`config.mk`:
```
export PLATFORM = sky130hd
export DESIGN_NAME = dmem_arbiter
export DESIGN_NICKNAME = d
export VERILOG_FILES = /design/src/rtl/dmem_arbiter.sv
export SDC_FILE = /design/constraint.sdc
export NUM_CORES = 1
export LEC_CHECK = 0
export ABC_AREA = 1
export CORE_AREA = 2 2 178 180
export DETAILED_ROUTE_END_ITERATION = 16
export DIE_AREA = 0 0 180 182
export SETUP_SLACK_MARGIN = 0.4
export SYNTH_ARGS = -nofsm -noshare
export SYNTH_HDL_FRONTEND = slang
export SYNTH_SLANG_ARGS = --single-unit
```
`constraint.sdc`:
```
create_clock -name clk -period 8.8 [get_ports clk]
set_clock_uncertainty 0.15 [all_clocks]
set_input_delay 1.76 -clock clk [delete_from_list [all_inputs] [get_ports clk]]
set_output_delay 1.76 -clock clk [all_outputs]
set_load 0.05 [all_outputs]
```
`src/rtl/dmem_arbiter.sv`:
```
// Data-cache port arbiter between the pipeline memory port (P) and the loader/debug port (D).
// Owns the LL/SC reservation and decides store-conditional success.
//
// Handshake: the grant is combinational in the cycle of the request. D holds
// d_req/d_addr/d_we/d_wdata until d_gnt; P holds its request while p_stall.
// Read data and the stc result are registered and appear one cycle later.
module dmem_arbiter #(
    parameter int ADDR_BITS  = 10,
    parameter int STARVE_MAX = 4
) (
    input  logic        clk,
    input  logic        rst_n,
    input  logic        p_req,
    input  logic        p_we,
    input  logic        p_ldl,
    input  logic        p_stc,
    input  logic [63:0] p_addr,
    input  logic [63:0] p_wdata,
    output logic        p_stall,
    output logic        p_rvalid,
    output logic        p_stc_ok,
    input  logic        d_req,
    input  logic        d_we,
    input  logic [63:0] d_addr,
    input  logic [63:0] d_wdata,
    output logic        d_gnt,
    output logic        d_rvalid,
    output logic [63:0] mem_addr,
    output logic [63:0] mem_wdata,
    output logic        mem_we,
    input  logic [63:0] mem_rdata
);

    localparam logic [3:0]           STARVE_LIM = 4'(STARVE_MAX);
    localparam logic [ADDR_BITS-1:0] OVL_SPAN   = ADDR_BITS'(8);

    logic                 resv_valid;
    logic [ADDR_BITS-1:0] resv_addr;
    logic [3:0]           starve_cnt;

    logic                 forced;
    logic                 p_gnt;
    logic                 stc_hit;
    logic                 plain_wr;
    logic                 wr_ovl;
    logic [ADDR_BITS-1:0] wr_low;
    logic [ADDR_BITS-1:0] diff_ab;
    logic [ADDR_BITS-1:0] diff_ba;

    // Grants are gated by rst_n so the cache sees no write while reset is held.
    always_comb begin
        forced    = d_req && (starve_cnt == STARVE_LIM);
        d_gnt     = rst_n && d_req && (!p_req || forced);
        p_gnt     = rst_n && p_req && !d_gnt;
        p_stall   = p_req && d_gnt;
        stc_hit   = resv_valid && (p_addr[ADDR_BITS-1:0] == resv_addr);
        mem_addr  = d_gnt ? d_addr : p_addr;
        mem_wdata = d_gnt ? d_wdata : p_wdata;
        mem_we    = 1'b0;
        if (d_gnt) begin
            mem_we = d_we;
        end else if (p_gnt) begin
            mem_we = p_we || (p_stc && stc_hit);
        end
        plain_wr = (d_gnt && d_we) || (p_gnt && p_we);
        wr_low   = d_gnt ? d_addr[ADDR_BITS-1:0] : p_addr[ADDR_BITS-1:0];
        diff_ab  = wr_low - resv_addr;
        diff_ba  = resv_addr - wr_low;
        wr_ovl   = (diff_ab < OVL_SPAN) || (diff_ba < OVL_SPAN);
    end

    always_ff @(posedge clk or negedge rst_n) begin
        if (!rst_n) begin
            resv_valid <= 1'b0;
            resv_addr  <= '0;
        end else if (p_gnt && p_ldl) begin
            resv_valid <= 1'b1;
            resv_addr  <= p_addr[ADDR_BITS-1:0];
        end else if (p_gnt && p_stc) begin
            resv_valid <= 1'b0;
        end else if (plain_wr && wr_ovl) begin
            resv_valid <= 1'b0;
        end
    end

    // Forced slot fires once the count reaches the limit, so it never exceeds it.
    always_ff @(posedge clk or negedge rst_n) begin
        if (!rst_n) begin
            starve_cnt <= '0;
        end else if (!d_req || d_gnt) begin
            starve_cnt <= '0;
        end else if (starve_cnt < STARVE_LIM) begin
            starve_cnt <= starve_cnt + 4'd1;
        end
    end

    always_ff @(posedge clk or negedge rst_n) begin
        if (!rst_n) begin
            p_rvalid <= 1'b0;
            d_rvalid <= 1'b0;
            p_stc_ok <= 1'b0;
        end else begin
            p_rvalid <= p_gnt && !p_we && !p_stc;
            d_rvalid <= d_gnt && !d_we;
            if (p_gnt && p_stc) begin
                p_stc_ok <= stc_hit;
            end
        end
    end

endmodule

```
==> metrics.csv, run 1 <==
stage,metric,value,unit
synthesis,netlist_area,0.00340,sq mm
route,ant_nets,0,
synthesis,synth_top_cell_by_area,nand2_1,
synthesis,synth-compound-area-share,6.99,%
route,vias_per_cell,3.68,
grt,grt_pass1_wl,31.7,mm
synthesis,synthAdderAreaFrac,5.88,%
grt,grt_max_degree,90,
cells_and_area,fin_util,25.5,%
synthesis,synth_seq_area_share,13.2,%
sta,period_share,75.0,%
clock_tree,ctsHoldBuffers,0,
worst_hold_path,hp-class,reg2reg,
synthesis,syn_nets,1051,
setup_path,reg2reg_slack,4.99,ns
route,finalWirelength,21.6,mm
sta,min_period,6.60,ns
outcome,status,"finished, final reports clean",
setup_path,path_max_fanout,69,
setup_path,start_kind,input pin,
cells_and_area,drive_above_1_share,2.22,%
route,drtIter0Drc,199,
grt,grt_pass1_vias,5472,
setup_path,slowest_stage,clkdlybuf4s50_1,
setup_path,crit_path_frequent_cell,nand2_1,
die,start_util,11.0,%
sta,hold_violations,0,
power,total_power,838,uW
cells_and_area,nets,1429,
synthesis,synth_top_family_by_area,simple AND/OR/NAND/NOR gates,
grt,antenna_found_initial,2,
route,avgRoutedWirePerCell,14.5,um
route,routed-via-count,5479,
clock_tree,cts-root-buf,clkbuf_16,
die,die_x,180,um
sta,rsz0062_at_grt,no,
route,drt_first_pass_iters,4,
clock_tree,clock_latency,0.24,ns
sta,worstMarginPinSlew,0.739,ns
cells_and_area,syn_to_final_growth,133,%
synthesis,synth.area.mux_share,0,%
job,cap_violations,0,
power,max-vdd-ir-drop,58.9,uV
synthesis,syn-mean-instance-area,4.81,sq um
clock_tree,clockBufferDepth,2,
synthesis,syn-instance-count,707,
grt,globalRouteTotalUtil,12.2,%
setup_path,worstSetupEndpoint,mem_wdata[42],
clock_tree,cts.reportedPaths.clkPinSlew,0.05,ns
setup_path,cp_slowest_stage_delay,0.82,ns
synthesis,synthSimpleGateAreaFrac,61.2,%
power,power_density,106,mW/mm^2
sta,maxSlewHeadroom,50.7,%
clock_tree,cts_tree,yes,
setup_path,critPathKind,in2out,
die,pin_count,462,
die,dieArea,0.0328,sq mm
setup_path,rr_worst_depth,23,
route,drc_errors,0,
power,leakage,3.83,nW
cells_and_area,final.fill_count,3450,
synthesis,synth-seq-cells,18,
die,fp-row-count,65,
cells_and_area,regArea,450,sq um
setup_path,reg2reg_from,starve_cnt[0]$_DFFE_PN0P_,
setup_path,setup.worst_path.start,rst_n,
clock_tree,h-tree-depth,1,
setup_path,end_kind,output pin,
synthesis,synthTopCellsByArea,"nand2_1 51%, dfrtp_1 13%, inv_1 6.3%, ha_1 5.9%, nor2_1 3.4%",
placement,hpwlAfterDp,18.6,mm
sta,slew_violations,0,
clock_tree,cts_resized,0,
setup_path,crit_path_cell_trace,clkdlybuf4s50_1 > buf_4 > nand2_1 > inv_2 > nand2_4 > inv_4 > buf_4 > nand2_1 > nand2_1 > clkdlybuf4s50_1,
clock_tree,clock-sinks,18,
sta,setup_violations,0,
grt,overflow,0,
placement,io_buffers,397,
synthesis,ys_types,28,
sta,fin_setup_tns,0,ns
sta,fmax,152,MHz
synthesis,synth_xor_area_share,2.28,%
die,die_h,182,um
setup_path,worst_ep_arrival_time,4.69,ns
clock_tree,postCtsSetupBuffers,0,
die,fp.coreArea,0.0310,sq mm
clock_tree,numCtsBuffers,3,
synthesis,yosysWarnings,0,
synthesis,synth_top_area_share,50.5,%
cells_and_area,layout_commonest_cell,nand2_1,
setup_path,crit_required,6.89,ns
cells_and_area,multi_input_area,0.00260,sq mm
placement,gp_congestion,0.819,
cells_and_area,most-common-layout-cells,"458 x nand2_1, 397 x clkdlybuf4s50_1, 57 x inv_1",
setup_path,rr_endpoint,resv_valid$_DFFE_PN0P_,
==> worst min-delay path by stage <==
stage / from / end / slack [ns] / depth (start not counted)
after floorplan: resv_addr[7]$_DFFE_PN0P_ / resv_addr[7]$_DFFE_PN0P_ / 0.35 / 2
after global placement: p_stc_ok$_DFFE_PN0P_ / p_stc_ok$_DFFE_PN0P_ / 0.34 / 2
after detailed placement: p_stc_ok$_DFFE_PN0P_ / p_stc_ok$_DFFE_PN0P_ / 0.34 / 2
after CTS: p_stc_ok$_DFFE_PN0P_ / p_stc_ok$_DFFE_PN0P_ / 0.36 / 2
after global routing: p_stc_ok$_DFFE_PN0P_ / p_stc_ok$_DFFE_PN0P_ / 0.37 / 2
final: p_stc_ok$_DFFE_PN0P_ / p_stc_ok$_DFFE_PN0P_ / 0.35 / 2
==> stage by stage <==
stage	std cells	hold WS (ns)	worst slack (ns)	area, sq um
finish	1487	0.348	2.20	7910
global route	1486	0.366	2.00	7910
CTS	1485	0.355	2.12	7910
detailed placement	1482	0.342	2.12	7830
global placement	1482	0.342	2.15	7830
floorplan	707	0.349	3.35	3400
==> cells in the mapped netlist, drive strengths merged <==
| master | n |
|---|---|
| nor2 | 31 |
| o22ai | 2 |
| xor2 | 7 |
| nand3 | 25 |
| xnor2 | 1 |
| dfrtp | 18 |
| buf | 13 |
| nor2b | 1 |
| o211ai | 1 |
| a31oi | 1 |
| o21bai | 2 |
| a21oi | 19 |
| nor4 | 2 |
| o21ai | 17 |
| nand4 | 6 |
| clkbuf | 18 |
| nor3 | 3 |
| ha | 16 |
| o2111ai | 1 |
| nand2 | 462 |
| inv | 61 |
==> cells by family after synthesis <==
| kind of cell | Yosys count |
|---|---|
| AOI/OAI and AO/OA | 43 |
| xor gates and xnor gates | 8 |
| adders and majority gates | 16 |
| and+or+nand+nor | 530 |
| DFF | 18 |
| buffers and inverters | 92 |
==> power by group <==
group	leakage (nW)	internal (mW)	switching [mW]
clock	0.0370	0.0597	0.0278
combinational	3.57	0.265	0.381
sequential	0.223	0.0940	0.0107
==> registers in the layout (all words and copies together), names as in the netlist <==
register / count
resv_addr: 10
starve_cnt: 4
d_rvalid: 1
p_rvalid: 1
p_stc_ok: 1
resv_valid: 1
==> metal layers <==
metal	routed length (um)	track usage, %	share of wire (%)	vias up
li1	-	-	-	2896
met1	9500	16.0	44	2376
met2	10500	21.3	49	201
met3	1360	2.55	6.3	6
met4	157	1.40	0.73	0
met5	0	0	0	-
==> worst max-delay path, delay by kind of cell <==
| kind | cells | cell delay [ns] |
|---|---|---|
| and+or+nand+nor | 4 | 0.39 |
| buffers and inverters | 6 | 2.45 |
==> cell type report <==
cell class / instances / area share, %
flip-flops and latches: 18 / 5.69
multi-input cells: 597 / 32.8
repair buffers: 404 / 51.2
well taps: 402 / 6.36
diodes: 2 / 0.0632
clock buffers: 3 / 0.949
inverters: 61 / 2.92
Note: power is estimated with default switching activity, not from simulation.
==> run 2, diff against run 1 <==
CORE_AREA = 2 2 180 182   (was 2 2 178 180)
DIE_AREA = 0 0 182 184   (was 0 0 180 182)
clock period = 6.5 ns   (was 8.8 ns; I/O delays follow)
==> run 2 against run 1 <==
Against the previous run:
- critical path depth is 4 lower
- core utilization rose by 3.1 points
- global-route usage grew 0.24 points
- hold slack worse by 0.015 ns
- sequential cell count did not move
- sequential power grew 35%
- wire length grew 4.9%
- first-iteration DRC count is 18% higher
- critical endpoint is now d_gnt
- critical path type unchanged
==> metrics.csv, run 2 (synthesis results as in run 1) <==
stage,metric,value,unit,change
outcome,status,"finished, final reports clean",,unchanged
cells_and_area,final.fill_count,3419,,was 3450
job,cap_violations,0,,unchanged
route,topRoutingLayerUsed,met5,,was met4
cells_and_area,syn_to_final_growth,164,%,was 133%
route,finalWirelength,22.6,mm,was 21.6 mm
route,drtIter0Drc,234,,was 199
power,comb_power_share,79.4,%,was 77.1%
grt,globalRouteTotalUtil,12.5,%,was 12.2%
cells_and_area,layout_commonest_cell,nand2_1,,unchanged
route,dr_wl_met3,1.53,mm,was 1.36 mm
setup_path,start_kind,input pin,,unchanged
sta,worstMarginPinSlew,0.756,ns,was 0.739 ns
sta,setup_violations,0,,unchanged
placement,placedInstanceArea,0.00891,sq mm,was 0.00783 sq mm
placement,gp_congestion,0.858,,was 0.819
setup_path,crit_required,5.05,ns,was 6.89 ns
power,clock_power_share,9.6,%,was 10.4%
power,swShare,46.9,%,was 50.0%
clock_tree,clock-sinks,18,,unchanged
grt,overflow,0,,unchanged
route,drc_errors,0,,unchanged
power,max-vdd-ir-drop,110,uV,was 58.9 uV
cells_and_area,regArea,450,sq um,unchanged
cells_and_area,largest_reg_flops,10,,unchanged
sta,maxSlewHeadroom,49.0,%,was 50.7%
sta,slew_violations,0,,unchanged
cells_and_area,regMostFlops,resv_addr,,unchanged
cells_and_area,drive_above_1_share,13.9,%,was 2.22%
die,dieArea,0.0335,sq mm,was 0.0328 sq mm
placement,io_buffers,397,,unchanged
clock_tree,ctsHoldBuffers,0,,unchanged
clock_tree,cts_tree,yes,,unchanged
die,fp.coreArea,0.0314,sq mm,was 0.0310 sq mm
power,power_density,142,mW/mm^2,was 106 mW/mm^2
cells_and_area,nets,1429,,unchanged
sta,period_share,77.1,%,
setup_path,critPathKind,in2out,,unchanged
placement,hpwlAfterDp,19.7,mm,was 18.6 mm
die,die_x,182,um,was 180 um
power,intPower,680,uW,was 419 uW
power,leakage,4.45,nW,was 3.83 nW
grt,antenna_found_initial,9,,was 2
clock_tree,cts-root-buf,clkbuf_16,,unchanged
clock_tree,postCtsSetupBuffers,0,,unchanged
cells_and_area,most-common-layout-cells,"458 x nand2_1, 271 x clkdlybuf4s50_1, 113 x buf_12",,"was 458 x nand2_1, 397 x clkdlybuf4s50_1, 57 x inv_1"
route,avgRoutedWirePerCell,15.2,um,was 14.5 um
route,routed-via-count,5477,,was 5479
grt,grt_pass1_vias,5530,,was 5472
clock_tree,clock_latency,0.25,ns,was 0.24 ns
sta,fmax,200,MHz,
cells_and_area,multi_input_area,0.00260,sq mm,unchanged
sta,rsz0062_at_grt,no,,unchanged
route,vias_per_cell,3.68,,about the same
sta,fin_setup_tns,0,ns,unchanged
clock_tree,h-tree-depth,1,,unchanged
die,pin_count,462,,unchanged
cells_and_area,largestRegisters,"resv_addr x10, starve_cnt x4",,unchanged
power,seqPwrFrac,11.1,%,was 12.5%
setup_path,end_kind,output pin,,unchanged
die,start_util,10.8,%,was 11.0%
route,ant_nets,0,,unchanged
worst_hold_path,hp-class,reg2reg,,unchanged
die,die_h,184,um,was 182 um
clock_tree,cts_resized,0,,unchanged
power,p_switching,600,uW,was 419 uW
grt,grt_pass1_wl,32.2,mm,was 31.7 mm
setup_path,rr_worst_depth,20,,was 23
route,wl_met2,11.9,mm,was 10.5 mm
sta,min_period,5.01,ns,
sta,hold_violations,0,,unchanged
route,met1_length,9.09,mm,was 9.50 mm
power,total_power,1.28,mW,was 838 uW
setup_path,path_max_fanout,35,,was 69
clock_tree,cts.reportedPaths.clkPinSlew,0.05,ns,about the same
clock_tree,clockBufferDepth,2,,unchanged
route,drt_first_pass_iters,5,,was 4
grt,grt_max_degree,118,,was 90
setup_path,worst_ep_arrival_time,3.56,ns,was 4.69 ns
worst_hold_path,holdPathStages,2,,unchanged
clock_tree,numCtsBuffers,3,,unchanged
cells_and_area,final_area,0.00899,sq mm,was 0.00791 sq mm
die,fp-row-count,65,,unchanged
## run 2: changes by cell type in the layout (fill, tap and decap cells not counted), sizes merged
cell	before	now
clkdlybuf4s50	397	271
diode	2	4
buf	7	133
## run 2: power groups by stage
stage | logic (mW) | clock network [mW] | registers (mW)
6_report | 1.02 | 0.122 | 0.142
5_1_grt | 1.09 | 0.129 | 0.144
4_1_cts | 1.02 | 0.125 | 0.141
3_5_place_dp | 1.02 | 0 | 0.143
3_3_place_gp | 1.02 | 0 | 0.142
2_1_floorplan | 0.502 | 0 | 0.141
## run 2: worst paths after layout
check / end / start / slack [ns]
min in group asynchronous: resv_addr[6]$_DFFE_PN0P_ / rst_n / 1.31
hold / removal: p_stc_ok$_DFFE_PN0P_ / p_stc_ok$_DFFE_PN0P_ / 0.33
max in group asynchronous: starve_cnt[1]$_DFFE_PN0P_ / rst_n / 4.68
setup reg to reg: resv_valid$_DFFE_PN0P_ / starve_cnt[0]$_DFFE_PN0P_ / 2.80
setup / recovery: d_gnt / d_req / 1.49
hold reg to reg: p_stc_ok$_DFFE_PN0P_ / p_stc_ok$_DFFE_PN0P_ / 0.33
## run 2: critical path, cell delays in order
cell,delay [ns]
clkdlybuf4s50_1,0.52
nand2_1,0.08
inv_2,0.11
nand2_4,0.22
inv_4,0.40
clkdlybuf4s50_1,0.89
## run 2: layout make-up
cell class / count / area share (%)
repair buffers: 404 / 57.0
multi-input cells: 597 / 28.9
well taps: 402 / 5.59
flip-flops and latches: 18 / 5.01
inverters: 61 / 2.57
clock buffers: 3 / 0.835
diodes: 4 / 0.111
## run 2: per-stage QoR
stage                     setup slack (ns)  util [%]  hold slack (ns)  instances
after detailed placement              1.44      28.4            0.325       1482
after CTS                             1.45      28.6            0.338       1485
final                                 1.49      28.6            0.333       1489
after global placement                1.45      28.4            0.320       1482
after floorplan                       1.65         -            0.349        707
after global routing                  1.29      28.6            0.376       1487
## run 2: routing by layer
| layer | vias up | global-route usage (%) |
|---|---|---|
| met5 | - | 0 |
| met4 | 6 | 1.45 |
| met3 | 16 | 3.31 |
| met2 | 174 | 23.1 |
| met1 | 2380 | 14.8 |
| li1 | 2901 | - |
